### config.mk
export PLATFORM = sky130hd
export DESIGN_NAME = rv32i_instr_encoder
export DESIGN_NICKNAME = d
export VERILOG_FILES = /design/src/rtl/rv32i_pkg.sv /design/src/rtl/rv32i_field_pack.sv /design/src/rtl/rv32i_instr_encoder.sv
export SDC_FILE = /design/constraint.sdc
export NUM_CORES = 1
export LEC_CHECK = 0
export BUFFER_PORTS_ARGS = -buffer_cell sky130_fd_sc_hd__buf_2
export CORE_MARGIN = 3
export CORE_UTILIZATION = 53
export CTS_BUF_LIST = sky130_fd_sc_hd__clkbuf_8 sky130_fd_sc_hd__clkbuf_16
export DETAILED_ROUTE_END_ITERATION = 8
export GPL_ROUTABILITY_DRIVEN = 0
export HOLD_SLACK_MARGIN = 0.15
export PLACE_DENSITY = 0.81
export SLEW_MARGIN = 15
export SYNTH_ARGS = -nofsm -noshare
export SYNTH_HDL_FRONTEND = slang
export SYNTH_SLANG_ARGS = --single-unit
### constraint.sdc
create_clock -name clk -period 4.1 [get_ports clk]
set_input_delay 0.41 -clock clk [delete_from_list [all_inputs] [get_ports clk]]
set_output_delay 0.41 -clock clk [all_outputs]
set_load 0.005 [all_outputs]
### src/rtl/rv32i_pkg.sv
// Shared RV32I encoding definitions.
// Holds the opcode constants, the format-select codes carried on in_fmt, the canonical NOP
// word, and a helper for signed-immediate range checks.
package rv32i_pkg;

    localparam logic [6:0] OP_LOAD   = 7'b0000011;
    localparam logic [6:0] OP_STORE  = 7'b0100011;
    localparam logic [6:0] OP_BRANCH = 7'b1100011;
    localparam logic [6:0] OP_JAL    = 7'b1101111;
    localparam logic [6:0] OP_IALU   = 7'b0010011;
    localparam logic [6:0] OP_R      = 7'b0110011;

    localparam logic [2:0] FMT_LOAD   = 3'b000;
    localparam logic [2:0] FMT_STORE  = 3'b001;
    localparam logic [2:0] FMT_BRANCH = 3'b010;
    localparam logic [2:0] FMT_JAL    = 3'b011;
    localparam logic [2:0] FMT_IALU   = 3'b100;
    localparam logic [2:0] FMT_R      = 3'b101;

    // addi x0, x0, 0
    localparam logic [31:0] NOP_WORD = 32'h0000_0013;

    // True when imm is representable as a signed value of the given bit width, i.e. every
    // bit from width-1 upward equals the sign bit.
    function automatic logic imm_fits(input logic [31:0] imm, input int unsigned width);
        logic ok;
        ok = 1'b1;
        for (int unsigned i = 0; i < 32; i++) begin
            if ((i + 1 >= width) && (imm[i] != imm[31])) begin
                ok = 1'b0;
            end
        end
        return ok;
    endfunction

endpackage

### src/rtl/rv32i_field_pack.sv
// Combinational RV32I field packer.
// Ports:
//   i_fmt, i_rd, i_rs1, i_rs2, i_funct3, i_funct7, i_imm : instruction fields
//   o_instr : packed 32-bit machine word (NOP_WORD when the request is rejected)
//   o_err   : request was illegal or its immediate was out of range
module rv32i_field_pack
    import rv32i_pkg::*;
(
    input  logic [2:0]  i_fmt,
    input  logic [4:0]  i_rd,
    input  logic [4:0]  i_rs1,
    input  logic [4:0]  i_rs2,
    input  logic [2:0]  i_funct3,
    input  logic [6:0]  i_funct7,
    input  logic [31:0] i_imm,
    output logic [31:0] o_instr,
    output logic        o_err
);

    always_comb begin
        o_instr = NOP_WORD;
        o_err   = 1'b1;
        case (i_fmt)
            FMT_LOAD, FMT_IALU: begin
                if (imm_fits(i_imm, 12)) begin
                    o_instr = {i_imm[11:0], i_rs1, i_funct3, i_rd,
                               (i_fmt == FMT_LOAD) ? OP_LOAD : OP_IALU};
                    o_err   = 1'b0;
                end
            end
            FMT_STORE: begin
                if (imm_fits(i_imm, 12)) begin
                    o_instr = {i_imm[11:5], i_rs2, i_rs1, i_funct3, i_imm[4:0], OP_STORE};
                    o_err   = 1'b0;
                end
            end
            FMT_BRANCH: begin
                // Byte offset must be halfword aligned; bit 0 is not encoded.
                if (imm_fits(i_imm, 13) && !i_imm[0]) begin
                    o_instr = {i_imm[12], i_imm[10:5], i_rs2, i_rs1, i_funct3,
                               i_imm[4:1], i_imm[11], OP_BRANCH};
                    o_err   = 1'b0;
                end
            end
            FMT_JAL: begin
                if (imm_fits(i_imm, 21) && !i_imm[0]) begin
                    o_instr = {i_imm[20], i_imm[10:1], i_imm[11], i_imm[19:12], i_rd, OP_JAL};
                    o_err   = 1'b0;
                end
            end
            FMT_R: begin
                o_instr = {i_funct7, i_rs2, i_rs1, i_funct3, i_rd, OP_R};
                o_err   = 1'b0;
            end
            default: begin
                o_instr = NOP_WORD;
                o_err   = 1'b1;
            end
        endcase
    end

endmodule

### src/rtl/rv32i_instr_encoder.sv
// Streaming RV32I instruction encoder.
// Packs field bundles into machine words and emits them, with their instruction-memory byte
// address, through a 2-entry skid FIFO.
// Ports:
//   clk, rst (sync, active low), clear (sync flush)
//   in_valid/in_ready + in_fmt, in_rd, in_rs1, in_rs2, in_funct3, in_funct7, in_imm
//   out_valid/out_ready + out_instr, out_addr, out_err
//   err_sticky  : some word was substituted since reset/clear
//   instr_count : output transfers since reset/clear
module rv32i_instr_encoder
    import rv32i_pkg::*;
#(
    parameter logic [31:0] BASE_ADDR = 32'h0000_0000,
    parameter int unsigned DEPTH     = 2
) (
    input  logic        clk,
    input  logic        rst,
    input  logic        clear,
    input  logic        in_valid,
    output logic        in_ready,
    input  logic [2:0]  in_fmt,
    input  logic [4:0]  in_rd,
    input  logic [4:0]  in_rs1,
    input  logic [4:0]  in_rs2,
    input  logic [2:0]  in_funct3,
    input  logic [6:0]  in_funct7,
    input  logic [31:0] in_imm,
    output logic        out_valid,
    input  logic        out_ready,
    output logic [31:0] out_instr,
    output logic [31:0] out_addr,
    output logic        out_err,
    output logic        err_sticky,
    output logic [15:0] instr_count
);

    logic [31:0] w_pack_instr;
    logic        w_pack_err;
    logic        w_push;
    logic        w_pop;
    logic [1:0]  w_count_next;

    logic [31:0] r_mem_instr [2];
    logic        r_mem_err   [2];
    logic        r_wr_ptr;
    logic        r_rd_ptr;
    logic [1:0]  r_count;
    logic        r_in_ready;
    logic [31:0] r_addr;
    logic        r_err_sticky;
    logic [15:0] r_instr_count;

    rv32i_field_pack u_field_pack (
        .i_fmt    (in_fmt),
        .i_rd     (in_rd),
        .i_rs1    (in_rs1),
        .i_rs2    (in_rs2),
        .i_funct3 (in_funct3),
        .i_funct7 (in_funct7),
        .i_imm    (in_imm),
        .o_instr  (w_pack_instr),
        .o_err    (w_pack_err)
    );

    assign w_push = in_valid && r_in_ready;
    assign w_pop  = (r_count != 2'd0) && out_ready;

    always_comb begin
        w_count_next = r_count;
        case ({w_push, w_pop})
            2'b10:   w_count_next = r_count + 2'd1;
            2'b01:   w_count_next = r_count - 2'd1;
            default: w_count_next = r_count;
        endcase
    end

    // rst and clear share one flush path; rst simply wins by being the same action.
    always_ff @(posedge clk) begin
        if (!rst || clear) begin
            r_mem_instr[0] <= '0;
            r_mem_instr[1] <= '0;
            r_mem_err[0]   <= 1'b0;
            r_mem_err[1]   <= 1'b0;
            r_wr_ptr       <= 1'b0;
            r_rd_ptr       <= 1'b0;
            r_count        <= 2'd0;
            r_in_ready     <= 1'b1;
            r_addr         <= BASE_ADDR;
            r_err_sticky   <= 1'b0;
            r_instr_count  <= 16'd0;
        end else begin
            if (w_push) begin
                r_mem_instr[r_wr_ptr] <= w_pack_instr;
                r_mem_err[r_wr_ptr]   <= w_pack_err;
                r_wr_ptr              <= ~r_wr_ptr;
                if (w_pack_err) begin
                    r_err_sticky <= 1'b1;
                end
            end
            if (w_pop) begin
                r_rd_ptr      <= ~r_rd_ptr;
                r_addr        <= r_addr + 32'd4;
                r_instr_count <= r_instr_count + 16'd1;
            end
            r_count    <= w_count_next;
            // Registered ready: depends only on the next occupancy, never on out_ready directly.
            r_in_ready <= (32'(w_count_next) < DEPTH);
        end
    end

    assign in_ready    = r_in_ready;
    assign out_valid   = (r_count != 2'd0);
    assign out_instr   = r_mem_instr[r_rd_ptr];
    assign out_err     = r_mem_err[r_rd_ptr];
    assign out_addr    = r_addr;
    assign err_sticky  = r_err_sticky;
    assign instr_count = r_instr_count;

endmodule
==> impl_metrics.py, run 1 <==
metrics = {
    "route": {
        "firstDrtPassIters": 5,
        "vias_per_cell": 5.83,
        "drc": 0,
        "via_count": 4731,
        "wl_microns": 13900,
        "drtIter0Drc": 291,
        "avgRoutedWirePerCell_microns": 17.1,
        "antenna_left": 0,
    },
    "synthesis": {
        "synth_cells": 518,
        "synth_area_sq_um": 5460,
        "ys_types": 50,
        "yosysWarnings": 0,
        "synth.most_common_cell": "nor2_1",
        "synthTopCellsByArea": "edfxtp_1, dfxtp_1, mux2_2, nor2_1, xor2_1",
        "synth-main-ff-cell": "edfxtp_1",
        "yosysTopAreaCell": "edfxtp_1",
        "synth_edf_count": 60,
        "synth_top_area_share_pct": 33.0,
        "ys_seq_elements": 115,
        "syn_avg_cell_area_sq_um": 10.5,
        "synthArstFlopShare_pct": 0,
        "synthTopCellsByCount": "nor2_1, edfxtp_1, dfxtp_1",
        "synth.yosys.seq_area_share_pct": 53.1,
    },
    "floorplan": {
        "io_pins": 149,
        "chipHeight_microns": 108,
        "die_area_sq_um": 11600,
        "rows": 36,
        "die_w_microns": 108,
        "core_area_sq_um": 9910,
        "start_util_pct": 55.1,
    },
    "sta": {
        "relSlewSlack_pct": 25.5,
        "rsz0062_at_grt": "false",
        "worst_slew_pin_slew_ns": 1.11,
        "slew_violations": 0,
        "finalCriticalPeriod_ns": 2.41,
        "fin_worst_skew_ns": 0.00847,
        "finalCritPeriodShare_pct": 58.8,
        "fmaxAchievable_mhz": 415,
        "setup-tns-final_ns": 0,
        "setup_viol": 0,
        "fin_hold_ws_ns": 0.209,
        "final-hold-violation-count": 0,
    },
    "flow_run": {
        "cap_violations": 0,
    },
    "grt": {
        "first_global_vias": 4652,
        "grt_antenna_before_repair": 0,
        "grt_max_degree": 54,
        "grt_pass1_wl_microns": 22100,
        "gr-total-overflow": 0,
        "grtUsageTotal_pct": 24.2,
    },
    "critical_path": {
        "worstPathArrival_ns": 2.79,
        "setup.worst_path.class": "flip-flop to flip-flop",
        "cp.required_ns": 4.48,
        "cp-start-kind": "flip-flop",
        "worstPathCellList": "o21a_1 -> nand3_1 -> nor4_2 -> and3_1 -> xnor2_1 -> nor2_1",
        "cp-end-kind": "flip-flop",
        "critical_path.max_fanout": 14,
        "reg2reg_from": "r_count[0]",
        "slowest_stage": "nor4_2",
        "crit_start": "r_count[0]",
        "slowest_delay_ns": 0.63,
    },
    "hold_path": {
        "worstHoldStart": "in_imm[8]",
        "min_path_type": "primary input to flip-flop",
    },
    "clock_network": {
        "cts_root_buffer": "clkbuf_8",
        "ctsLongestPathBuffers": 2,
        "numCtsBuffers": 17,
        "cts_resized": 0,
        "clk_latency_ns": 0.51,
        "cts_hold_buf": 0,
        "cts_setup_buffers": 0,
        "cts_tree": "built",
        "cts.sinks": 115,
        "htreeDepth": 4,
        "clkTransAtPathRegs_ns": 0.06,
    },
    "power_and_ir_drop": {
        "p_total_uw": 2820,
        "p_leak_uw": 0.00278,
        "power_density_nw_per_um2": 410,
        "vdd_drop_max_mv": 0.250,
    },
    "cells_and_area": {
        "fill_cells": 752,
        "area_growth_pct": 25.7,
        "nNetsFinal": 734,
        "fin_util_pct": 69.3,
        "fin_area_sq_um": 6870,
        "antenna_cells": 0,
        "drive_gt1_share_pct": 33.3,
    },
    "placement": {
        "place_hpwl_microns": 9460,
        "io_buffers": 146,
        "place_area_sq_um": 6310,
    },
    "run_status": {
        "status": "finished clean",
    },
}
==> final cells by class <==
type                    count  area, sq um  share of cell area (%)
clock buffers              17          414                    6.03
multi-input cells         374         2450                    35.6
well taps                 133          166                    2.42
flip-flops and latches    115         2900                    42.3
clock inverters            15          141                    2.06
repair buffers            151          768                    11.2
inverters                   7         26.3                   0.383
==> placed cells by master (no fill, tap or decap), drive strengths merged, types with 17 or more instances in the layout <==
cell    count
buf       151
nand2      35
a21oi      20
xor2       23
dfxtp      55
edfxtp     60
clkbuf     17
a22o       19
nor2       82
mux2       31
==> per-stage QoR <==
| stage | worst slack (ns) | std cells |
|---|---|---|
| 2_1_floorplan | 0.918 | 519 |
| 3_3_place_gp | 1.55 | 780 |
| 3_5_place_dp | 1.42 | 780 |
| 4_1_cts | 1.67 | 812 |
| 5_1_grt | 1.38 | 812 |
| 6_report | 1.69 | 812 |
==> worst paths after layout <==
path	depth (start not counted)	endpoint	slack, ns
setup / recovery	6	out_addr[23]	1.69
hold / removal	2	r_mem_instr[1][28]	0.21
setup reg to reg	6	out_addr[23]	1.69
hold reg to reg	2	r_mem_instr[1][0]	0.45
==> critical path, delay by kind of cell (launching register included) <==
kind | cells | cell delay [ns]
AO/OA/AOI/OAI | 1 | 0.51
XOR/XNOR | 1 | 0.12
flip-flops | 1 | 0.40
AND/OR/NAND/NOR | 4 | 1.25
==> routing by layer <==
layer | GRT usage (%) | vias up | wire (microns)
met5 | 0 | - | 0
met4 | 10.6 | 0 | 384
met3 | 6.00 | 42 | 960
met2 | 41.3 | 216 | 7000
met1 | 28.8 | 2259 | 5510
li1 | - | 2214 | -
==> kinds of logic after synthesis <==
logic type | count (synthesis) | synth area share (%)
AO/OA/AOI/OAI | 90 | 12.5
AND/OR/NAND/NOR | 210 | 18.8
XOR/XNOR | 36 | 5.77
other | 1 | 0.0686
multiplexers | 33 | 6.76
buffers and inverters | 30 | 2.36
flip-flops | 115 | 53.1
adder cells (fa/ha/maj) | 3 | 0.687
==> registers in the layout, summed over array words and instances, names as in the netlist, 2 cells and up, named ones only <==
signal	cells
out_addr	30
instr_count	16
r_mem_err	2
r_count	2
r_mem_instr	60
==> report_power, final <==
part | leakage, uW | internal, uW | switching (uW) | total (uW)
logic | 0.00140 | 71.8 | 101 | 172
registers | 0.00113 | 1240 | 11.8 | 1250
clock network | 0.000258 | 855 | 535 | 1390
total | 0.00278 | 2170 | 648 | 2820
Power figures use the tool's default switching activity.
==> inputs of run 2 (changes only) <==
--- a/config.mk
+++ b/config.mk
@@ -5,14 +5,15 @@
 export SDC_FILE = /design/constraint.sdc
 export NUM_CORES = 1
 export LEC_CHECK = 0
+export ABC_AREA = 1
 export BUFFER_PORTS_ARGS = -buffer_cell sky130_fd_sc_hd__buf_2
 export CORE_MARGIN = 3
-export CORE_UTILIZATION = 53
+export CORE_UTILIZATION = 49
 export CTS_BUF_LIST = sky130_fd_sc_hd__clkbuf_8 sky130_fd_sc_hd__clkbuf_16
 export DETAILED_ROUTE_END_ITERATION = 8
 export GPL_ROUTABILITY_DRIVEN = 0
 export HOLD_SLACK_MARGIN = 0.15
-export PLACE_DENSITY = 0.81
+export PLACE_DENSITY = 0.77
 export SLEW_MARGIN = 15
 export SYNTH_ARGS = -nofsm -noshare
 export SYNTH_HDL_FRONTEND = slang
==> constraint.sdc (replaced) <==
create_clock -name clk -period 2 [get_ports clk]
set_input_delay 0.2 -clock clk [delete_from_list [all_inputs] [get_ports clk]]
set_output_delay 0.2 -clock clk [all_outputs]
set_load 0.005 [all_outputs]
==> impl_metrics.py, run 2 <==
metrics = {
    "floorplan": {
        "die_w_microns": 121,
        "start_util_pct": 50.6,
        "rows": 41,
        "io_pins": 149,
        "core_area_sq_um": 12800,
        "die_area_sq_um": 14600,
        "chipHeight_microns": 121,
    },
    "synthesis": {
        "yosysTopAreaCell": "edfxtp_1",
        "synth_xor_xnor_area_share_pct": 1.22,
        "synth_top_area_share_pct": 27.9,
        "yosysWarnings": 0,
        "syn_avg_cell_area_sq_um": 7.60,
        "synthTopCellsByArea": "edfxtp_1, dfxtp_1, nand2_1, nor2_1, inv_1",
        "ys_seq_elements": 115,
        "synth-main-ff-cell": "edfxtp_1",
        "synth.most_common_cell": "nand2_1",
        "synthArstFlopShare_pct": 0,
        "synthTopCellsByCount": "nand2_1, nor2_1, inv_1",
        "ys_types": 39,
        "synthMuxAreaShare_pct": 5.23,
        "synth_fa_ha_area_share_pct": 0.581,
        "synth_cells": 850,
        "synth.yosys.seq_area_share_pct": 45.0,
        "synth_edf_count": 60,
        "synth_area_sq_um": 6460,
        "synth_simple_gate_area_share_pct": 32.7,
        "synth_compound_area_share_pct": 7.23,
        "synth_top_family_by_area": "simple AND/OR/NAND/NOR gates",
    },
    "clock_network": {
        "clkTransAtPathRegs_ns": 0.05,
        "cts_root_buffer": "clkbuf_16",
        "cts_tree": "built",
        "cts.sinks": 115,
        "clk_latency_ns": 0.40,
        "ctsLongestPathBuffers": 2,
        "numCtsBuffers": 17,
        "cts_setup_buffers": 0,
        "htreeDepth": 4,
        "cts_hold_buf": 0,
    },
    "sta": {
        "final-hold-violation-count": 0,
        "slew_violations": 0,
        "fin_worst_skew_ns": 0.00709,
        "rsz0062_at_grt": "false",
        "setup_viol": 0,
        "worst_slack_ns": 0.188,
        "finalCriticalPeriod_ns": 1.81,
        "setup-tns-final_ns": 0,
        "worst_slew_pin_slew_ns": 0.622,
        "finalCritPeriodShare_pct": 90.6,
        "relSlewSlack_pct": 58.5,
        "fmaxAchievable_mhz": 552,
    },
    "route": {
        "wl_microns": 16200,
        "antenna_left": 0,
        "vias_per_cell": 5.16,
        "firstDrtPassIters": 5,
        "avgRoutedWirePerCell_microns": 13.6,
        "drtIter0Drc": 492,
        "via_count": 6151,
        "drc": 0,
    },
    "critical_path": {
        "cp-end-kind": "flip-flop",
        "reg2reg_from": "out_addr[3]",
        "ff2ff_setup_slack_ns": 0.19,
        "critical-path-top-delay-family": "simple AND/OR/NAND/NOR gates",
        "cp.required_ns": 2.30,
        "critPathCapture": "out_addr[22]",
        "worstPathArrival_ns": 2.11,
        "rr_endpoint": "out_addr[22]",
        "setup.worst_path.class": "flip-flop to flip-flop",
        "cp_num_cells": 10,
        "critPathBufInv": 1,
        "cp-start-kind": "flip-flop",
        "crit_top_cell": "nand2_1",
        "rr_worst_depth": 10,
        "critical_path.max_fanout": 4,
        "slowest_delay_ns": 0.35,
        "slowest_stage": "dfxtp_1",
        "crit_start": "out_addr[3]",
        "worstPathCellList": "ha_1 -> inv_1 -> nor3_4 -> nand2_1 -> nor2_2 -> nand4_1 -> nor2_1 -> nand2_1 -> nand2_1 -> nor2_1",
    },
    "cells_and_area": {
        "largest_reg_flops": 60,
        "layout_common_cells": "nand2_1, buf_2, nor2_1, inv_1, edfxtp_1",
        "fill_cells": 1124,
        "drive_gt1_share_pct": 24.7,
        "regMostFlops": "r_mem_instr",
        "final_common_cell": "nand2_1",
        "area_growth_pct": 24.5,
        "nNetsFinal": 1075,
        "fin_area_sq_um": 8040,
        "final_cells": 1192,
        "antenna_cells": 0,
    },
    "power_and_ir_drop": {
        "p_total_uw": 5890,
        "vdd_drop_max_mv": 0.569,
        "power_density_nw_per_um2": 733,
        "p_leak_uw": 0.00348,
    },
    "grt": {
        "grt_antenna_before_repair": 0,
        "grtUsageTotal_pct": 22.3,
        "gr-total-overflow": 0,
        "first_global_vias": 5619,
        "grt_pass1_wl_microns": 26300,
        "grt_max_degree": 39,
    },
    "placement": {
        "place_hpwl_microns": 11800,
        "post-place-ws_ns": -0.171,
        "io_buffers": 146,
        "place_area_sq_um": 7440,
        "dpl.cell_count": 1160,
    },
    "hold_path": {
        "min_path_type": "primary input to flip-flop",
    },
    "flow_run": {
        "cap_violations": 0,
    },
    "run_status": {
        "status": "finished clean",
    },
}
==> run 2: cell count changes in the layout (fill, tap and decap cells not counted), sizes merged, moves of 20 or more <==
cell,change
a21oi,+38
buf,+20
inv,+85
nand2,+171
nand3,+35
nand4,+27
nor2,+66
==> run 2: logic make-up (layout without fill, tap and decap cells) <==
family,after synthesis,after routing
xor+xnor,9,9
buf+inv,127,296
simple gates,475,475
other cells,1,2
flops,115,115
fa+ha+maj,3,3
mux,30,30
compound gates,90,90
==> run 2: per-layer routing <==
| layer | global-route usage (%) | share of wire (%) | wire [microns] | vias up |
|---|---|---|---|---|
| met5 | 0 | 0 | 0 | - |
| met4 | 6.52 | 1.3 | 212 | 0 |
| met3 | 4.44 | 5.6 | 913 | 20 |
| met2 | 38.0 | 49 | 7940 | 205 |
| met1 | 28.7 | 44 | 7180 | 2807 |
| li1 | - | - | - | 3119 |
==> run 2: area by class of cell <==
| type | instances | area (sq um) | area share, % |
|---|---|---|---|
| Tap cell | 172 | 215 | 2.68 |
| Multi-Input combinational cell | 609 | 3060 | 38.1 |
| Clock buffer | 17 | 425 | 5.29 |
| Clock inverter | 15 | 148 | 1.84 |
| Inverter | 93 | 349 | 4.34 |
| Timing Repair Buffer | 171 | 935 | 11.6 |
| Sequential cell | 115 | 2900 | 36.1 |
==> run 2: worst min-delay path by stage <==
| stage | start | end | slack (ns) | cells past startpoint |
|---|---|---|---|---|
| 5_1_grt | in_rs2[2] | r_mem_instr[0][22] | 0.18 | 3 |
| 3_5_place_dp | r_rd_ptr | r_rd_ptr | 0.45 | 1 |
| 4_1_cts | in_rd[1] | r_mem_instr[0][8] | 0.15 | 3 |
| 2_1_floorplan | r_rd_ptr | flip-flop | 0.43 | 1 |
| 6_report | in_rd[1] | r_mem_instr[0][8] | 0.17 | 3 |
| 3_3_place_gp | r_rd_ptr | r_rd_ptr | 0.43 | 1 |
==> run 2: repair_timing <==
item                                   4_1_cts  5_1_grt
endpoints found under the hold margin        0        0
setup endpoints to repair                    0       17
gates resized for setup                      0        5
==> run 2: metrics by stage <==
stage / hold WS [ns] / util [%]
2_1_floorplan: 0.426 / -
3_5_place_dp: 0.450 / 58.3
3_3_place_gp: 0.435 / 58.3
6_report: 0.169 / 62.9
5_1_grt: 0.178 / 62.9
4_1_cts: 0.151 / 62.8
==> run 2: power by group <==
group / switching (uW) / total [uW] / leakage [uW] / internal [uW]
registers: 20.5 / 2570 / 0.00112 / 2550
clock network: 988 / 2900 / 0.000283 / 1920
logic: 259 / 423 / 0.00208 / 164
total: 1270 / 5890 / 0.00348 / 4630
==> run 2: tightest hold or removal path, cell delays in order <==
cell and delay, ns:
buf_2 0.08, nand2_1 0.06, a21oi_1 0.11
